<file path="src/rtl/ls2519_bank_ctl.sv">
// Round-robin two-port sequencer for a bank of 25LS2519 quad registers.
// Generates clear, clock-enable, output-enable and invert strobes from registers only.
module ls2519_bank_ctl #(
    parameter int NREG   = 4,
    parameter int SELW   = 2,
    parameter int RD_CYC = 2
) (
    input  logic            CLK,
    input  logic            RESET,
    input  logic            REQ_A,
    input  logic            REQ_B,
    input  logic [1:0]      OP_A,
    input  logic [1:0]      OP_B,
    input  logic [SELW-1:0] SEL_A,
    input  logic [SELW-1:0] SEL_B,
    input  logic [3:0]      DIN_A,
    input  logic [3:0]      DIN_B,
    output logic            ACK_A,
    output logic            ACK_B,
    output logic [3:0]      I,
    output logic [NREG-1:0] CLK_ENB_N,
    output logic            INV,
    output logic [NREG-1:0] O_ENB_N,
    output logic [NREG-1:0] OUT_ENB_N,
    output logic            ASYN_CLR_N,
    output logic            BUSY,
    output logic            OWNER
);

    typedef enum logic [2:0] {
        S_CLEAR,
        S_IDLE,
        S_LOAD,
        S_READ,
        S_ACK
    } state_t;

    state_t          state_q;
    logic [1:0]      clr_cnt_q;
    logic [3:0]      rd_cnt_q;
    logic            who_q;
    logic            ack_a_q;
    logic            ack_b_q;
    logic [3:0]      i_q;
    logic            inv_q;
    logic [NREG-1:0] cke_n_q;
    logic [NREG-1:0] oe_n_q;
    logic [NREG-1:0] oute_n_q;
    logic            clr_n_q;
    logic            busy_q;
    logic            owner_q;

    logic            go;
    logic            win_b;
    logic [1:0]      op_w;
    logic [SELW-1:0] sel_w;
    logic [3:0]      din_w;
    logic [NREG-1:0] sel_hot;

    // On a tie the requester that did not win last time is served.
    always_comb begin
        go    = REQ_A | REQ_B;
        win_b = REQ_B & (~REQ_A | ~owner_q);
        op_w  = win_b ? OP_B : OP_A;
        sel_w = win_b ? SEL_B : SEL_A;
        din_w = win_b ? DIN_B : DIN_A;
        sel_hot = '0;
        for (int k = 0; k < NREG; k++) begin
            if (sel_w == SELW'(k)) sel_hot[k] = 1'b1;
        end
    end

    always_ff @(posedge CLK) begin
        if (RESET) begin
            state_q   <= S_CLEAR;
            clr_cnt_q <= 2'd2;
            rd_cnt_q  <= '0;
            who_q     <= 1'b0;
            ack_a_q   <= 1'b0;
            ack_b_q   <= 1'b0;
            i_q       <= '0;
            inv_q     <= 1'b0;
            cke_n_q   <= '1;
            oe_n_q    <= '1;
            oute_n_q  <= '1;
            clr_n_q   <= 1'b0;
            busy_q    <= 1'b1;
            owner_q   <= 1'b1;
        end else begin
            unique case (state_q)
                S_CLEAR: begin
                    if (clr_cnt_q == 2'd0) begin
                        state_q <= S_IDLE;
                        clr_n_q <= 1'b1;
                        busy_q  <= 1'b0;
                    end else begin
                        clr_cnt_q <= clr_cnt_q - 2'd1;
                    end
                end
                S_IDLE: begin
                    if (go) begin
                        owner_q <= win_b;
                        who_q   <= win_b;
                        busy_q  <= 1'b1;
                        if (op_w[1]) begin
                            state_q  <= S_READ;
                            rd_cnt_q <= 4'(RD_CYC);
                            if (op_w[0]) oute_n_q <= ~sel_hot;
                            else         oe_n_q   <= ~sel_hot;
                        end else begin
                            state_q <= S_LOAD;
                            i_q     <= din_w;
                            inv_q   <= op_w[0];
                            cke_n_q <= ~sel_hot;
                        end
                    end
                end
                S_LOAD: begin
                    cke_n_q <= '1;
                    state_q <= S_ACK;
                    ack_a_q <= ~who_q;
                    ack_b_q <= who_q;
                end
                S_READ: begin
                    if (rd_cnt_q <= 4'd1) begin
                        oe_n_q   <= '1;
                        oute_n_q <= '1;
                        state_q  <= S_ACK;
                        ack_a_q  <= ~who_q;
                        ack_b_q  <= who_q;
                    end else begin
                        rd_cnt_q <= rd_cnt_q - 4'd1;
                    end
                end
                S_ACK: begin
                    ack_a_q <= 1'b0;
                    ack_b_q <= 1'b0;
                    busy_q  <= 1'b0;
                    state_q <= S_IDLE;
                end
                default: state_q <= S_CLEAR;
            endcase
        end
    end

    assign ACK_A      = ack_a_q;
    assign ACK_B      = ack_b_q;
    assign I          = i_q;
    assign INV        = inv_q;
    assign CLK_ENB_N  = cke_n_q;
    assign O_ENB_N    = oe_n_q;
    assign OUT_ENB_N  = oute_n_q;
    assign ASYN_CLR_N = clr_n_q;
    assign BUSY       = busy_q;
    assign OWNER      = owner_q;

endmodule

</file>
<file path="config.mk">
export PLATFORM = sky130hd
export DESIGN_NAME = ls2519_bank_ctl
export DESIGN_NICKNAME = d
export VERILOG_FILES = /design/src/rtl/ls2519_bank_ctl.sv
export SDC_FILE = /design/constraint.sdc
export NUM_CORES = 1
export LEC_CHECK = 0
export CAP_MARGIN = 20
export CORE_ASPECT_RATIO = 1.1
export CORE_UTILIZATION = 36
export DETAILED_ROUTE_END_ITERATION = 8
export PLACE_DENSITY = 0.67
export SYNTH_ARGS = -nofsm -noshare
export SYNTH_HDL_FRONTEND = slang
export SYNTH_SLANG_ARGS = --single-unit
</file>
<file path="constraint.sdc">
create_clock -name CLK -period 4.6 [get_ports CLK]
set_clock_uncertainty 0.05 [all_clocks]
set_input_delay 0.92 -clock CLK [delete_from_list [all_inputs] [get_ports CLK]]
set_output_delay 0.92 -clock CLK [all_outputs]
set_load 0.005 [all_outputs]
</file>
# [Yosys cells after proc, flatten, opt, wreduce, memory -nomap -nowiden]
# Index checks and enable logic that the tools add are counted.
# W data, S select, Z words.
[totals] out_inout_bits=22 register_bits=32
[op_classes] n_addsub=2 magnitude_cmp=1 mux=35 eq_ne=15 reduce_logical=18 bitwise_logic=9
[op_table] cell="$mux W4" n=13
[op_table] cell="$pmux W4 S2" n=4
[op_table] cell="$ne A2 B2 Y1 const B" n=8
[op_table] cell="$pmux W3 S5" n=1
[op_table] cell="$reduce_and A3 Y1" n=4
[op_table] cell="$reduce_and A5 Y1" n=2
[op_table] cell="$mux W1" n=9
[op_table] cell="$mux W3" n=3
[op_table] cell="$pmux W1 S3" n=3
[op_table] cell="$reduce_and A2 Y1" n=4
[op_table] cell="$eq A3 B2 Y1 const B" n=2
[op_table] cell="$reduce_bool A3 Y1" n=2
[op_table] cell="$not A1 Y1" n=5
[op_table] cell="$eq A2 B2 Y1 const B" n=2
[op_table] cell="$le A4 B1 Y1 const B" n=1
[op_table] cell="$logic_not A2 Y1" n=2
[op_table] cell="$mux W2" n=2
[op_table] cell="$not A4 Y4" n=1
[op_table] cell="$reduce_and A4 Y1" n=1
[op_table] cell="$reduce_bool A2 Y1" n=2
[op_table] cell="$sub A4 B1 Y4 const B" n=1
[op_table] cell="$eq A3 B1 Y1 const B" n=1
[op_table] cell="$eq A3 B3 Y1 const B" n=1
[op_table] cell="$logic_not A3 Y1" n=1
[op_table] cell="4 further kinds" n=5

# [Logic depth before layout (Yosys ltp)]
[logic_depth] ltp_word=11 depth_mapped=7

# [Least setup slack after synthesis]
# OpenSTA, ideal clock, no wires.
[synth_timing] path_kind="input port to flip-flop" start="input port REQ_B" end="register oute_n_q[0], in the netlist OUT_ENB_N[0]" path_stages=4 arrival_time_ns=1.871 required_time_ns=4.425 n_path_buf=0 setup_slack_ns=2.553 cell_sequence="a21boi_4 mux2i_2 o22ai_4 mux2i_1"
[synth_between] elab_chain_len=9
[synth_rtl] item="start: declaration" line="11" text="input logic REQ_B,"
[synth_rtl] item="$and A1 B1 Y1" line="63" text="win_b = REQ_B & (~REQ_A | ~owner_q);"
[synth_rtl] item="$mux W2" line="65" text="sel_w = win_b ? SEL_B : SEL_A;"
[synth_rtl] item="$logic_not A2 Y1" line="69" text="if (sel_w == SELW'(k)) sel_hot[k] = 1'b1;"
[synth_rtl] item="$mux W1" line="69"
[synth_rtl] item="$not A4 Y4" line="108" text="if (op_w[0]) oute_n_q <= ~sel_hot;"
[synth_rtl] item="$mux W4" line="108"
[synth_rtl] item="$mux W4" line="105" text="if (op_w[1]) begin"
[synth_rtl] item="$mux W4" line="101" text="if (go) begin"
[synth_rtl] item="$pmux W4 S2" line="90" text="unique case (state_q)"
[synth_rtl] item="end signal: assignment" line="108"
[synth_rtl] item="end: declaration" line="48" text="logic [NREG-1:0] oute_n_q;"
# Parallel ways exist; a longest one is shown, timed or not. The select of a mux whose other input is x is not followed.
# A chain may end at the register's enable or synchronous reset.

# [Worst setup path after layout]
[layout_timing] start="input port REQ_A" end="register oute_n_q[0], in the netlist OUT_ENB_N[0]"
[layout_between] elab_chain_len=11
[layout_rtl] item="start: declaration" line="10" text="input logic REQ_A,"
[layout_rtl] item="$not A1 Y1" line="63"
[layout_rtl] item="$or A1 B1 Y1" line="63"
[layout_rtl] item="$and A1 B1 Y1" line="63"
[layout_rtl] item="$mux W2" line="65"
[layout_rtl] item="$logic_not A2 Y1" line="69"
[layout_rtl] item="$mux W1" line="69"
[layout_rtl] item="$not A4 Y4" line="108"
[layout_rtl] item="$mux W4" line="108"
[layout_rtl] item="$mux W4" line="105"
[layout_rtl] item="$mux W4" line="101"
[layout_rtl] item="$pmux W4 S2" line="90"
# Parallel ways exist; a longest one is shown, timed or not. The select of a mux whose other input is x is not followed.

==> flow_summary.yaml <==
run_status:
  status: "complete, no violations"
logic_synthesis:
  synth_seq_cells: 32
  synthFlopType: "dfxtp_1"
  synth_top_area_share_pct: 39.7
  synthesis.nets: 196
  synth-edff-count: 0
  synthCells: 173
  synthArstFlopShare_pct: 0
  yosysMostFrequentCell: "dfxtp_1"
  syn_area_per_cell_sq_um: 9.33
  ys_types: 45
  synth_area_sq_um: 1610
  synthTopCellsByArea: "dfxtp_1, mux2i_1, nor2_1, nand2_1, ha_1"
  yosysWarnings: 0
  ys_seq_area_share_pct: 39.7
  synth_common_cells: "dfxtp_1, nor2_1, mux2i_1"
  synth_top_area_cell: "dfxtp_1"
cells_and_area:
  final_area_sq_um: 2150
  final_util_pct: 50.2
  syn_to_final_growth_pct: 33.3
  finalNetCount: 238
  diodes: 0
  drive_gt1_share_pct: 10.2
sta:
  finalSetupTns_ns: 0
  slew_violations: 0
  rsz0062_at_grt: "no"
  hold_viol_final: 0
  finalSetupViolCount: 0
  period_needed_ns: 2.61
  fin_crit_sh_pct: 56.7
  worstMarginPinSlew_ns: 0.757
  relSlewSlack_pct: 49.4
  timing.fmax_ghz: 0.383
critical_path:
  path_max_fanout: 17
  r2r_setup_slack_ns: 2.80
  reg2reg_depth: 4
  crit_type: "in2reg"
  required_ns: 4.71
  r2r-start: "OWNER"
  cp-end-kind: "register"
  cp-start-kind: "input port"
  rr_endpoint: "OUT_ENB_N[0]"
  critical_path_arrival_ns: 2.72
drt:
  first_pass_iters: 6
  num_vias: 1351
  first_iter_violations: 70
  wirelength_mm: 3.34
  wl_per_cell_um: 12.4
  ant_nets: 0
  drc: 0
  viasPerCell: 5.02
clocking:
  htree_levels: 2
  clockBufferDepth: 2
  clock_insertion_delay_worst_skew_ns: 0.28
  clock_tree.root_cell: "clkbuf_8"
  postCtsSetupRepairBufs: 0
  numClockSinks: 32
  cts_hold_buf: 0
  clk_pin_slew_ns: 0.06
  cts_buffers: 5
  cts_resized: 0
  cts_tree: "done"
die:
  die-area_sq_um: 4760
  start_util_pct: 37.7
  die_w_um: 65.8
  fp.dieH_um: 72.2
  io_pins: 42
  core_sq_um: 4290
  num_rows: 25
power:
  leakage_nw: 0.819
  ir_drop_v: 0.000164
  p_per_area_nw_per_um2: 394
global_routing:
  grt_util_all_layers_pct: 16.4
  overflow: 0
  antenna_found_initial: 0
  grt_max_degree: 21
  first_global_vias: 1271
  grt_pass1_wl_mm: 5.89
placed_design:
  placed_area_sq_um: 2050
  routabilityCongestion: 0.815
  portBuffers: 41
  dpl.hpwl_mm: 2.46
job:
  timing.max_cap.violations: 0
min_path:
  min_path_type: "reg2reg"
  min_path_cells: 1
  worstHoldEndpoint: "clr_cnt_q[1]"
  min_from: "clr_cnt_q[1]"
[flip-flops by register name, indices dropped and copies added (netlist names)]
name / count
I: 4
clr_cnt_q: 2
BUSY: 1
who_q: 1
O_ENB_N: 4
OWNER: 1
rd_cnt_q: 4
ACK_B: 1
OUT_ENB_N: 4
CLK_ENB_N: 4
ACK_A: 1
INV: 1
ASYN_CLR_N: 1
state_q: 3
[stage by stage]
| step | hold WS (ns) | std cells | total power, mW | worst slack [ns] |
|---|---|---|---|---|
| after global routing | 0.438 | 269 | 0.904 | 1.84 |
| after detailed placement | 0.401 | 262 | 0.620 | 1.67 |
| after CTS | 0.415 | 269 | 0.856 | 1.98 |
| after global placement | 0.395 | 262 | 0.617 | 1.72 |
| final | 0.414 | 269 | 0.847 | 1.99 |
| after floorplan | 0.385 | 173 | 0.537 | 2.55 |
[power breakdown]
part           switching, mW  total [mW]  internal (mW)
registers             0.0324       0.346          0.314
logic                  0.128       0.267          0.140
clock network          0.101       0.234          0.133
total                  0.261       0.847          0.587
[layout by cell type, fill, tap and decap left out, drive strengths merged, types with 2 or more instances in the layout]
master / instances
clkdlybuf4s50: 41
dfxtp: 32
nor2: 29
mux2i: 18
nand2: 14
inv: 9
clkbuf: 7
nor3: 6
a211oi: 6
a31oi: 5
a21oi: 5
nand2b: 5
nor3b: 4
ha: 3
o22ai: 3
and2b: 2
a21o: 2
a211o: 2
xnor2: 2
nand3: 2
a21boi: 2
a2bb2oi: 2
[cell families (layout without fill, tap and decap cells)]
group | Yosys count | in the layout | share of synthesized area (%)
fa+ha+maj | 3 | 3 | 2.33
compound gates | 36 | 36 | 19.8
xor+xnor | 3 | 3 | 1.63
buf+inv | 16 | 58 | 4.88
mux | 18 | 18 | 11.4
simple gates | 65 | 65 | 20.2
flops | 32 | 32 | 39.7
[worst max-delay path, stage by stage]
cell	delay, ns
clkdlybuf4s50_1	0.50
a21boi_4	0.51
mux2i_2	0.47
o22ai_4	0.17
mux2i_1	0.15
[worst max path at each step]
stage	from	endpoint	slack, ns	cells after the start
after detailed placement	REQ_A	OUT_ENB_N[0]	1.67	5
after global placement	REQ_A	OUT_ENB_N[0]	1.72	5
final	REQ_A	OUT_ENB_N[0]	1.99	5
after global routing	REQ_A	OUT_ENB_N[1]	1.84	5
after floorplan	REQ_B	OUT_ENB_N[0]	2.55	4
after CTS	REQ_A	OUT_ENB_N[3]	1.98	5
[routing by layer]
layer / vias to the layer above / GRT usage [%] / routed length (um)
met4: 0 / 6.52 / 60
met5: - / 0 / 0
met3: 6 / 6.92 / 252
met1: 617 / 20.2 / 1530
met2: 35 / 25.3 / 1500
li1: 693 / - / -
[cell type report]
class	count	area [sq um]
fillers	413	2130
multi-input cells	125	895
flip-flops and latches	32	641
repair buffers	42	418
clock buffers	7	96.3
well taps	54	67.6
inverters	9	33.8
No activity file was read; power rests on OpenSTA's default activity.
